$ cat src/rtl/riscv_ex_seq_if.sv
// Execute-sequencer bus: decode/ALU/MDU/writeback signals seen by riscv_ex_seq.
// The slave side is the sequencer; the master side is its surrounding pipeline.
interface riscv_ex_seq_if #(
  parameter int XLEN = 64
);
  logic            id_valid;
  logic [1:0]      id_class;
  logic [4:0]      id_rd;
  logic [XLEN-1:0] alu_r;
  logic            mdu_done;
  logic [XLEN-1:0] mdu_r;
  logic            wb_ready;
  logic            ex_stall;
  logic            csr_commit;
  logic            mdu_start;
  logic            wb_valid;
  logic [XLEN-1:0] wb_r;
  logic [4:0]      wb_rd;
  logic            timeout_err;

  modport master (
    output id_valid, id_class, id_rd, alu_r, mdu_done, mdu_r, wb_ready,
    input  ex_stall, csr_commit, mdu_start, wb_valid, wb_r, wb_rd, timeout_err
  );

  modport slave (
    input  id_valid, id_class, id_rd, alu_r, mdu_done, mdu_r, wb_ready,
    output ex_stall, csr_commit, mdu_start, wb_valid, wb_r, wb_rd, timeout_err
  );
endinterface

$ cat src/rtl/riscv_ex_seq.sv
// Execute-stage sequencer: dispatches ALU/CSR/MDU instructions, waits for the
// multi-cycle MDU with a bounded timeout and presents one writeback result.
//
// state    | meaning
// ---------+---------------------------------------------------------------
// IDLE     | nothing in flight, ready to dispatch
// ALU_WB   | ALU/CSR result on wb_r (pass-through of alu_r), awaiting wb_ready
// MDU_WAIT | MDU launched, counting cycles until mdu_done or timeout
// MDU_WB   | captured MDU result on wb_r, awaiting wb_ready
module riscv_ex_seq #(
  parameter int XLEN    = 64,
  parameter int TIMEOUT = 64
) (
  input logic          clk,
  input logic          rst,
  riscv_ex_seq_if.slave bus
);

  localparam int            CW       = $clog2(TIMEOUT);
  localparam logic [CW-1:0] CNT_LAST = CW'(TIMEOUT - 1);

  localparam logic [1:0] CLS_ALU = 2'b00;
  localparam logic [1:0] CLS_CSR = 2'b01;
  localparam logic [1:0] CLS_MDU = 2'b10;

  typedef enum logic [1:0] {
    IDLE     = 2'd0,
    ALU_WB   = 2'd1,
    MDU_WAIT = 2'd2,
    MDU_WB   = 2'd3
  } state_t;

  state_t          state;
  logic [CW-1:0]   cnt;
  logic [XLEN-1:0] result;
  logic [4:0]      rd_q;
  logic            tmo_q;

  logic            dispatch;
  logic            stall;
  logic            wb_vld;
  logic [XLEN-1:0] wb_data;

  // Accept a new instruction only when nothing is pending or the ALU result
  // is leaving this cycle; reset masks dispatch so the strobes stay low.
  always_comb begin
    dispatch = !rst && bus.id_valid &&
               ((state == IDLE) || ((state == ALU_WB) && bus.wb_ready));
  end

  // Stall and writeback presentation decoded from the current state.
  always_comb begin
    stall   = 1'b0;
    wb_vld  = 1'b0;
    wb_data = '0;
    case (state)
      ALU_WB: begin
        stall   = !bus.wb_ready;
        wb_vld  = 1'b1;
        wb_data = bus.alu_r;
      end
      MDU_WAIT: begin
        stall = 1'b1;
      end
      MDU_WB: begin
        stall   = 1'b1;
        wb_vld  = 1'b1;
        wb_data = result;
      end
      default: begin
        stall = 1'b0;
      end
    endcase
  end

  assign bus.ex_stall    = stall;
  assign bus.csr_commit  = dispatch && (bus.id_class == CLS_CSR);
  assign bus.mdu_start   = dispatch && (bus.id_class == CLS_MDU);
  assign bus.wb_valid    = wb_vld;
  assign bus.wb_r        = wb_data;
  assign bus.wb_rd       = rd_q;
  assign bus.timeout_err = tmo_q;

  // Sequencer state, MDU wait counter, captured result, rd and sticky timeout.
  always_ff @(posedge clk or posedge rst) begin
    if (rst) begin
      state  <= IDLE;
      cnt    <= '0;
      result <= '0;
      rd_q   <= '0;
      tmo_q  <= 1'b0;
    end else begin
      if (dispatch) begin
        rd_q <= bus.id_rd;
      end
      case (state)
        IDLE, ALU_WB: begin
          if (dispatch) begin
            case (bus.id_class)
              CLS_ALU, CLS_CSR: state <= ALU_WB;
              CLS_MDU: begin
                state <= MDU_WAIT;
                cnt   <= '0;
              end
              default: state <= IDLE;
            endcase
          end else if ((state == ALU_WB) && bus.wb_ready) begin
            state <= IDLE;
          end
        end
        MDU_WAIT: begin
          // completion wins over timeout in the last allowed cycle
          if (bus.mdu_done) begin
            result <= bus.mdu_r;
            state  <= MDU_WB;
          end else if (cnt == CNT_LAST) begin
            tmo_q <= 1'b1;
            state <= IDLE;
          end else begin
            cnt <= cnt + 1'b1;
          end
        end
        MDU_WB: begin
          if (bus.wb_ready) begin
            state <= IDLE;
          end
        end
        default: state <= IDLE;
      endcase
    end
  end

endmodule

$ cat src/flat_wrapper.sv
// flat-port wrapper written by rule: the top's interface ports become plain ports
module riscv_ex_seq_flat 
#(
  parameter int XLEN    = 64,
  parameter int TIMEOUT = 64
)
  (clk, rst, bus_id_valid, bus_id_class, bus_id_rd, bus_alu_r, bus_mdu_done, bus_mdu_r, bus_wb_ready, bus_ex_stall, bus_csr_commit, bus_mdu_start, bus_wb_valid, bus_wb_r, bus_wb_rd, bus_timeout_err);
  riscv_ex_seq_if #(.XLEN(XLEN)) bus_i ();
  input logic clk;
  input logic rst;
  input wire logic [$bits(bus_i.id_valid)-1:0] bus_id_valid;
  input wire logic [$bits(bus_i.id_class)-1:0] bus_id_class;
  input wire logic [$bits(bus_i.id_rd)-1:0] bus_id_rd;
  input wire logic [$bits(bus_i.alu_r)-1:0] bus_alu_r;
  input wire logic [$bits(bus_i.mdu_done)-1:0] bus_mdu_done;
  input wire logic [$bits(bus_i.mdu_r)-1:0] bus_mdu_r;
  input wire logic [$bits(bus_i.wb_ready)-1:0] bus_wb_ready;
  output wire logic [$bits(bus_i.ex_stall)-1:0] bus_ex_stall;
  output wire logic [$bits(bus_i.csr_commit)-1:0] bus_csr_commit;
  output wire logic [$bits(bus_i.mdu_start)-1:0] bus_mdu_start;
  output wire logic [$bits(bus_i.wb_valid)-1:0] bus_wb_valid;
  output wire logic [$bits(bus_i.wb_r)-1:0] bus_wb_r;
  output wire logic [$bits(bus_i.wb_rd)-1:0] bus_wb_rd;
  output wire logic [$bits(bus_i.timeout_err)-1:0] bus_timeout_err;
  assign bus_i.id_valid = bus_id_valid;
  assign bus_i.id_class = bus_id_class;
  assign bus_i.id_rd = bus_id_rd;
  assign bus_i.alu_r = bus_alu_r;
  assign bus_i.mdu_done = bus_mdu_done;
  assign bus_i.mdu_r = bus_mdu_r;
  assign bus_i.wb_ready = bus_wb_ready;
  assign bus_ex_stall = bus_i.ex_stall;
  assign bus_csr_commit = bus_i.csr_commit;
  assign bus_mdu_start = bus_i.mdu_start;
  assign bus_wb_valid = bus_i.wb_valid;
  assign bus_wb_r = bus_i.wb_r;
  assign bus_wb_rd = bus_i.wb_rd;
  assign bus_timeout_err = bus_i.timeout_err;
  riscv_ex_seq #(.XLEN(XLEN), .TIMEOUT(TIMEOUT)) u_core (.clk(clk), .rst(rst), .bus(bus_i));
endmodule
$ cat config.mk
export PLATFORM = sky130hd
export DESIGN_NAME = riscv_ex_seq_flat
export DESIGN_NICKNAME = d
export VERILOG_FILES = /design/src/rtl/riscv_ex_seq_if.sv /design/src/rtl/riscv_ex_seq.sv /design/src/flat_wrapper.sv
export SDC_FILE = /design/constraint.sdc
export NUM_CORES = 1
export LEC_CHECK = 0
export ABC_AREA = 0
export BUFFER_PORTS_ARGS = -buffer_cell sky130_fd_sc_hd__buf_2
export CAP_MARGIN = 10
export CELL_PAD_IN_SITES_DETAIL_PLACEMENT = 0
export CELL_PAD_IN_SITES_GLOBAL_PLACEMENT = 1
export CORE_UTILIZATION = 33
export CTS_BUF_LIST = sky130_fd_sc_hd__clkbuf_4 sky130_fd_sc_hd__clkbuf_8
export CTS_CLUSTER_SIZE = 20
export DETAILED_ROUTE_END_ITERATION = 7
export PLACE_DENSITY = 0.77
export SETUP_SLACK_MARGIN = 0.3
export SLEW_MARGIN = 10
export SYNTH_ARGS = -nofsm -noshare
export SYNTH_HDL_FRONTEND = slang
export SYNTH_SLANG_ARGS = --single-unit
$ cat constraint.sdc
create_clock -name clk -period 2.4 [get_ports clk]
set_input_delay 0.48 -clock clk [delete_from_list [all_inputs] [get_ports clk]]
set_output_delay 0.48 -clock clk [all_outputs]
set_load 0.1 [all_outputs]
# [After elaboration in Yosys (flattened, before gate mapping)]
# Index checks and enable logic that the tools add are counted.
[word_totals] out_inout_bits=74 reg_bits=78
[op_classes] addsub=1 n_eq_ne=13 reduce_logical=19 muxes=15 bitwise=1
[ops] cell="64-bit one-hot mux with 2 select lines" n=1
[ops] cell="6-bit two-way mux" n=4
[ops] cell="6-bit one-hot mux with 2 select lines" n=1
[ops] cell="2-bit two-way mux" n=5
[ops] cell="2-bit OR reduction" n=4
[ops] cell="6-bit by 1-bit adder with 6-bit output, second input constant" n=1
[ops] cell="2-bit == test, second input constant" n=3
[ops] cell="6-bit == test, second input constant" n=1
[ops] cell="2-bit inequality test, second input constant" n=3
[ops] cell="2-bit one-hot mux with 3 select lines" n=1
[ops] cell="3-bit AND reduction" n=2
[ops] cell="1-bit logical AND" n=5
[ops] cell="5-bit AND reduction" n=1
[ops] cell="2-bit by 1-bit == test with 1-bit output, second input constant" n=2
[ops] cell="2-bit logical NOT" n=2
[ops] cell="2-bit by 1-bit inequality test with 1-bit output, second input constant" n=2
[ops] cell="2-bit one-hot mux with 2 select lines" n=1
[ops] cell="3-bit by 1-bit inequality test with 1-bit output, second input constant" n=1
[ops] cell="3-bit by 2-bit inequality test with 1-bit output, second input constant" n=1
[ops] cell="1-bit logical NOT" n=2
[ops] cell="1-bit one-hot mux with 2 select lines" n=1
[ops] cell="2-bit AND reduction" n=1
[ops] cell="2-bit nonzero test" n=1
[ops] cell="1-bit logical OR" n=1
[ops] cell="2 further kinds" n=2

# [Logic depth before layout (Yosys ltp)]
# Gate-level depths: netlist of the first run.
[depth] word_depth=6 mapped_depth=6 ltp_nobuf=5

# [Worst setup path before layout of the first run]
# OpenSTA, ideal clock, no wires.
[synth_path] path_type="in2out" from="in bus_wb_ready" to="out bus_csr_commit" setup_slack_ns=-2.611 n_path_buf=0 required_time_ns=1.920 arrival_time_ns=4.531 cell_stages=3 cell_sequence="nand2b_1 nand2b_1 nor4b_1"
[synth_between] elab_chain_len=4
[synth_rtl] item="from (decl)" line="flat_wrapper.sv:17" source="input wire logic [$bits(bus_i.wb_ready)-1:0] bus_wb_ready;"
[synth_rtl] item="1-bit logical AND" line="riscv_ex_seq.sv:48" source="((state == IDLE) || ((state == ALU_WB) && bus.wb_ready));"
[synth_rtl] item="1-bit logical OR" line="riscv_ex_seq.sv:48"
[synth_rtl] item="1-bit logical AND" line="riscv_ex_seq.sv:47" source="dispatch = !rst && bus.id_valid &&"
[synth_rtl] item="1-bit logical AND" line="riscv_ex_seq.sv:77" source="assign bus.csr_commit = dispatch && (bus.id_class == CLS_CSR);"
[synth_rtl] item="to (decl)" line="flat_wrapper.sv:19" source="output wire logic [$bits(bus_i.csr_commit)-1:0] bus_csr_commit;"
# Every way passes these cells.

# [Worst setup path in the final report of the first run]
[layout_path] from="reg u_core.state[1]" to="out bus_wb_r[48]"
[layout_between] elab_chain_len=2
[layout_rtl] item="from (decl)" line="riscv_ex_seq.sv:33" source="state_t state;"
[layout_rtl] item="from (signal assigned)" line="riscv_ex_seq.sv:87" source="state <= IDLE;"
[layout_rtl] item="from (signal assigned)" line="riscv_ex_seq.sv:100" source="CLS_ALU, CLS_CSR: state <= ALU_WB;"
[layout_rtl] item="from (signal assigned)" line="riscv_ex_seq.sv:102" source="state <= MDU_WAIT;"
[layout_rtl] item="2-bit == test / 2-bit by 1-bit == test with 1-bit output (equally long branches)" line="riscv_ex_seq.sv:56" source="case (state)"
[layout_rtl] item="64-bit one-hot mux with 2 select lines (*)" line="riscv_ex_seq.sv:56"
[layout_rtl] item="to (decl)" line="flat_wrapper.sv:22" source="output wire logic [$bits(bus_i.wb_r)-1:0] bus_wb_r;"
# Mark *: on every way between the ends. The rest lies on a longest branch, timed or not.

==> results of run 1 <==
==> critical path, cell delays in order (launching register included) <==
cell	delay, ns
dfrtp_4	0.53
buf_12	0.16
buf_16	0.14
mux2i_2	0.26
nor2b_4	0.07
buf_12	0.17
==> Yosys cell counts <==
cell type | number | share of area, %
o2111ai_1 | 1 | 0.20
nor2b_1 | 65 | 9.2
buf_2 | 8 | 0.91
o21a_1 | 2 | 0.34
o21ai_1 | 1 | 0.11
nor3b_2 | 1 | 0.28
and3_1 | 2 | 0.28
o21bai_1 | 1 | 0.17
mux2_4 | 49 | 17
nor2b_2 | 1 | 0.20
dfrtp_1 | 78 | 44
ha_1 | 1 | 0.28
mux2_2 | 20 | 5.1
inv_1 | 3 | 0.26
nor4b_1 | 1 | 0.20
buf_6 | 6 | 1.5
mux2i_1 | 66 | 15
nor4b_4 | 1 | 0.54
nor2_1 | 3 | 0.26
nand3_1 | 2 | 0.23
nand4_1 | 3 | 0.43
clkbuf_1 | 8 | 0.68
buf_4 | 2 | 0.34
nand2_1 | 3 | 0.26
a31o_2 | 3 | 0.60
a21oi_1 | 4 | 0.45
o221a_1 | 1 | 0.26
nand2b_1 | 4 | 0.57
o311ai_0 | 1 | 0.20
nand2b_4 | 1 | 0.31
==> stage by stage <==
stage                     cells  hold WS (ns)  power (uW)  utilization, %
after global routing        748        0.2514       13440           61.91
final                       748        0.2220       12950           61.91
after global placement      715        0.4581       10630           55.84
after CTS                   744        0.2130       12660           60.42
after floorplan             342        0.4702        8496               -
after detailed placement    715        0.4751       10760           55.84
==> routing by layer <==
metal	wire, um	global-route usage (%)	share of wire, %
met5	0	0	0
met1	5523	23.66	41
met2	6639	32.98	50
met3	974	6.880	7.3
met4	191	5.849	1.4
==> report_power, final <==
part           internal (uW)  switching, uW
Clock                    650            483
Combinational           4240           5100
Sequential              1960            515
Total                   6850           6100
==> how the worst min path moves through the flow <==
stage | startpoint | endpoint | slack [ns] | cells after the start
after detailed placement | u_core.bus.timeout_err | u_core.bus.timeout_err | 0.48 | 1
after global placement | u_core.bus.timeout_err | u_core.bus.timeout_err | 0.46 | 1
after global routing | rst | u_core.bus.wb_rd[3] | 0.25 | 3
after floorplan | u_core.cnt[0] | u_core.cnt[0] | 0.47 | 1
after CTS | rst | u_core.bus.wb_rd[2] | 0.21 | 3
final | rst | u_core.bus.wb_rd[3] | 0.22 | 3
==> what timing repair did <==
item                                    4_1_cts  5_1_grt
endpoints found under the setup margin       67       64
endpoints found under the hold margin         0        0
gates resized for setup                      53       26
hold buffers                                  0        0
gates cloned                                  1        3
setup buffers                                12        0
pin swaps                                     1        0
==> logic make-up (layout without fill, tap and decap cells) <==
| family | Yosys count | count (layout) | share of synthesized area [%] |
|---|---|---|---|
| compound gates | 14 | 14 | 2.324 |
| fa+ha+maj | 1 | 1 | 0.2833 |
| buf+inv | 27 | 260 | 3.712 |
| flops | 78 | 78 | 44.21 |
| mux | 135 | 135 | 36.72 |
| other cells | 0 | 1 | 0 |
| simple gates | 87 | 87 | 12.75 |
==> area by class of cell <==
cell class / count / area, um^2
multi-input combinational: 237 / 3017
clock inverter: 3 / 67.56
sequential: 78 / 1959
timing repair buffer: 241 / 2504
tap: 172 / 215.2
antenna: 1 / 2.502
inverter: 3 / 15.01
fill: 962 / 4885
clock buffer: 13 / 160.2
==> state kept, by name (all words and copies together) (netlist names) <==
signal / flops
u_core.result: 64
u_core.cnt: 6
u_core.bus.wb_rd: 5
u_core.state: 2
u_core.bus.timeout_err: 1
==> flow_summary.yaml, run 1 <==
power_and_ir_drop:
  p_per_area_mw_per_mm2: 1631
  power_leakage_uw: 0.003678
  peakVddDrop_mv: 0.7722
logic_synthesis:
  synth.distinct_cells: 30
  syn-num-nets: 483
  yosysSeqAreaShare_pct: 44.21
  syn_inst: 342
  yosysWarnings: 0
  ys_ff_latch: 78
  syn-cell-area_mm2: 0.004415
  postSynthAreaPerCell_um2: 12.91
cells_and_area:
  areaGrowthSynthToFinish_pct: 79.82
  fin_nets: 711
  layout_common_cells: "145 x buf_2, 76 x buf_12, 76 x dfrtp_1"
  final_common_cell: "buf_2"
  drive_gt1_share_pct: 79.65
  final_area_mm2: 0.007940
drt:
  wire_per_inst_um: 17.82
  num_vias: 3587
  drtIter0Drc: 119
  vias_per_cell: 4.795
  finalWirelength_um: 13330
  remaining_drc_errors: 0
  ant_nets: 0
  first_pass_iters: 4
sta:
  worst_pin_slew_ns: 0.6460
  fmaxAchievable_mhz: 456.3
  drv_slew: 0
  skew_ns: 0.01226
  setup_violations: 0
  hold_viol_final: 0
  setup_ws_ns: 0.2083
  finalCritPeriodShare_pct: 91.32
  finalSetupTns_ns: 0
  rsz0062_at_grt: "true"
  layout_min_cycle_time_ns: 2.192
  relSlewSlack_pct: 56.94
clock_tree:
  path_clk_slew_ns: 0.08
  cts_tree: "built"
  h-tree-depth: 3
  clockBufferDepth: 2
  clk_latency_ns: 0.36
  clock_tree.root_cell: "clkbuf_8"
  cts_buffers: 9
  cts.sinks: 78
setup_path:
  rr_startpoint: "u_core.state[1]"
  r2r-end: "u_core.result[18]"
  cp-end-kind: "output pin"
  startpoint: "u_core.state[1]"
  required_ns: 1.92
  startpoint_type: "register"
  reg2reg_depth: 6
  ff2ff_setup_slack_ns: 0.48
  cp-endpoint: "bus_wb_r[48]"
  cp.arrival_ns: 1.71
  path_class: "register to output pin"
  path_max_fanout: 5
die:
  die_x_um: 117.7
  core_area_mm2: 0.01282
  ios: 214
  rows: 41
  die_h_um: 117.7
  die_area_mm2: 0.01385
  start_util_pct: 34.43
global_route:
  grt_pass1_vias: 3914
  grt-ovfl-total: 0
  grt_pass1_wl_um: 21330
  grt_max_degree: 49
  antenna_found_initial: 1
  grt_usage_pct: 19.68
status:
  status: "finished clean"
hold_path:
  hold_path.class: "input port to async pin"
placement:
  dpl-instance-area_mm2: 0.007162
  hpwl_um: 9166
  dp_slack_ns: 0.3517
  gp_congestion: 0.8094
  port_buffers: 213
job:
  cap_violations: 0
Power figures use the tool's default switching activity.
==> run 2: changes to the inputs <==
--- a/config.mk
+++ b/config.mk
@@ -6,15 +6,16 @@
 export NUM_CORES = 1
 export LEC_CHECK = 0
 export ABC_AREA = 0
-export BUFFER_PORTS_ARGS = -buffer_cell sky130_fd_sc_hd__buf_2
 export CAP_MARGIN = 10
 export CELL_PAD_IN_SITES_DETAIL_PLACEMENT = 0
 export CELL_PAD_IN_SITES_GLOBAL_PLACEMENT = 1
-export CORE_UTILIZATION = 33
+export CORE_MARGIN = 4
+export CORE_UTILIZATION = 45
 export CTS_BUF_LIST = sky130_fd_sc_hd__clkbuf_4 sky130_fd_sc_hd__clkbuf_8
 export CTS_CLUSTER_SIZE = 20
 export DETAILED_ROUTE_END_ITERATION = 7
-export PLACE_DENSITY = 0.77
+export DONT_BUFFER_PORTS = 1
+export PLACE_DENSITY_LB_ADDON = 0.05
 export SETUP_SLACK_MARGIN = 0.3
 export SLEW_MARGIN = 10
 export SYNTH_ARGS = -nofsm -noshare
==> run 2 against run 1 <==
  * Hold slack got worse by 0.22 ns
  * Clock power decreased by 12%
  * Non-clock buffer count decreased by 149
  * Critical path depth unchanged
  * Sequential power increased by 13%
  * Clock skew decreased by 0.0017 ns
  * Via count decreased by 16%
  * Combinational power decreased by 7.1%
  * First-iteration DRC count decreased by 29%
  * Cell count decreased by 26%
  * Routed wire length decreased by 4.9%
  * Largest cell class unchanged
==> flow_summary.yaml, run 2 (synthesized netlist as in run 1, its figures left out) <==
die:
  die_x_um: 107.1
  rows: 35
  die_h_um: 107.1
  ios: 214
  die_area_mm2: 0.01146
  start_util_pct: 46.90
  core_area_mm2: 0.009415
sta:
  worst_pin_slew_ns: 0.9161
  finalSetupTns_ns: 0
  relSlewSlack_pct: 38.92
  hold_viol_final: 0
  setup_violations: 0
  skew_ns: 0.01060
  rsz0062_at_grt: "true"
  finalCritPeriodShare_pct: 89.99
  layout_min_cycle_time_ns: 2.160
  fmaxAchievable_mhz: 463.0
  setup_ws_ns: 0.2403
  drv_slew: 0
global_route:
  grt_pass1_wl_um: 19290
  antenna_found_initial: 0
  grt-ovfl-total: 0
  grt_pass1_vias: 3330
  grt_max_degree: 29
  grt_usage_pct: 22.16
clock_tree:
  clk_latency_ns: 0.36
  cts_tree: "built"
  clock_tree.root_cell: "clkbuf_8"
  cts.sinks: 78
  clockBufferDepth: 2
  h-tree-depth: 3
  path_clk_slew_ns: 0.08
  postCtsHoldBufs: 0
  cts_buffers: 9
drt:
  remaining_drc_errors: 0
  ant_nets: 0
  num_vias: 3007
  finalWirelength_um: 12670
  vias_per_cell: 5.418
  drtIter0Drc: 84
  first_pass_iters: 4
  wire_per_inst_um: 22.83
cells_and_area:
  largest_reg_flops: 64
  areaGrowthSynthToFinish_pct: 60.13
  fin_nets: 562
  layout_common_cells: "76 x dfrtp_1, 72 x buf_12, 58 x nor2b_4"
  drive_gt1_share_pct: 72.07
  instances_no_fill: 555
  top_register: "u_core.result"
  antenna_cells: 0
  finalCoreUtilization_pct: 75.10
  final_common_cell: "dfrtp_1"
  fillerInstances: 606
power_and_ir_drop:
  p_per_area_mw_per_mm2: 1764
  power_frac_seq_pct: 22.4
  p_switching_uw: 6001
  internal_power_uw: 6470
  peakVddDrop_mv: 1.042
  power_leakage_uw: 0.003062
  sw_frac_of_total_pct: 48.12
  clkPwrFrac_pct: 7.9
  p_comb_share_pct: 69.6
setup_path:
  required_ns: 1.92
  r2r-end: "u_core.result[21]"
  path_max_fanout: 6
  reg2reg_depth: 5
  ff2ff_setup_slack_ns: 0.52
  startpoint_type: "register"
  rr_startpoint: "u_core.state[1]"
  cp.arrival_ns: 1.68
  path_class: "register to output pin"
  cp-end-kind: "output pin"
placement:
  gp_congestion: 0.7598
  dp_slack_ns: 0.3789
  port_buffers: 0
  dp_cells: 528
  hpwl_um: 9173
hold_path:
  hold_path.class: "input port to async pin"
status:
  status: "finished clean"
job:
  cap_violations: 0
==> run 2: changes by cell type in the layout (fill, tap and decap cells not counted), moves of 2 or more <==
cell / change
buf_12: -4
mux2i_1: +2
buf_16: +3
clkinvlp_4: +2
buf_2: -145
clkinv_2: +2
clkbuf_4: -3
==> run 2: area by class of cell <==
cell class | instances | area [um^2] | share of cell area (%)
clock buffers | 10 | 131.4 | 1.858
clock inverters | 6 | 62.56 | 0.8848
inverters | 3 | 15.01 | 0.2124
multi-input cells | 237 | 3000 | 42.44
flip-flops and latches | 78 | 1959 | 27.71
well taps | 129 | 161.4 | 2.283
repair buffers | 92 | 1740 | 24.62
==> run 2: worst max-delay path: stages (launching register included) <==
cell and delay (ns):
dfrtp_4 0.51, buf_12 0.16, buf_16 0.14, mux2i_4 0.19
nor2b_4 0.14, buf_12 0.18
==> run 2: stage by stage <==
step           area [um^2]  hold slack (ns)  total power [uW]
6_report              7071         0.004210             12470
5_1_grt               7071          0.02788             12890
4_1_cts               6954         0.007902             12300
3_5_place_dp          6400           0.4015             10580
2_1_floorplan         4892           0.4702              8496
3_3_place_gp          6400           0.3935             10450
==> run 2: how the worst max path moves through the flow <==
stage	start	to	slack (ns)	cells past startpoint
global placement	u_core.state[1]	bus_wb_r[41]	0.45	4
global route	u_core.state[1]	bus_wb_r[23]	0.19	5
floorplan	bus_wb_ready	bus_csr_commit	-0.13	3
finish	u_core.state[1]	bus_wb_r[31]	0.24	5
detailed placement	u_core.state[1]	bus_wb_r[29]	0.38	4
CTS	u_core.state[1]	bus_wb_r[27]	0.23	5
==> run 2: routing by layer <==
layer  track usage (%)  up-vias  wire length [um]  share of wire (%)
met4             6.941        0               210                1.7
met2             37.18      141              6302                 50
met3             8.368       13              1191                9.4
met5                 0        -                 0                  0
met1             26.27     1502              4965                 39
li1                  -     1351                 -                  -
==> run 2: repair_timing <==
| item | in CTS | in global routing |
|---|---|---|
| setup buffers | 6 | 0 |
| gates cloned | 3 | 2 |
| setup endpoints to repair | 66 | 66 |
| gates resized for setup | 55 | 16 |
| pin swaps | 1 | 0 |
==> run 2: power groups by stage <==
stage	Sequential (uW)	Combinational [uW]	Clock, uW
after detailed placement	2770	7810	0
after floorplan	2550	5950	0
final	2800	8680	989
after CTS	2760	8520	1010
after global routing	2860	8960	1070
after global placement	2740	7710	0
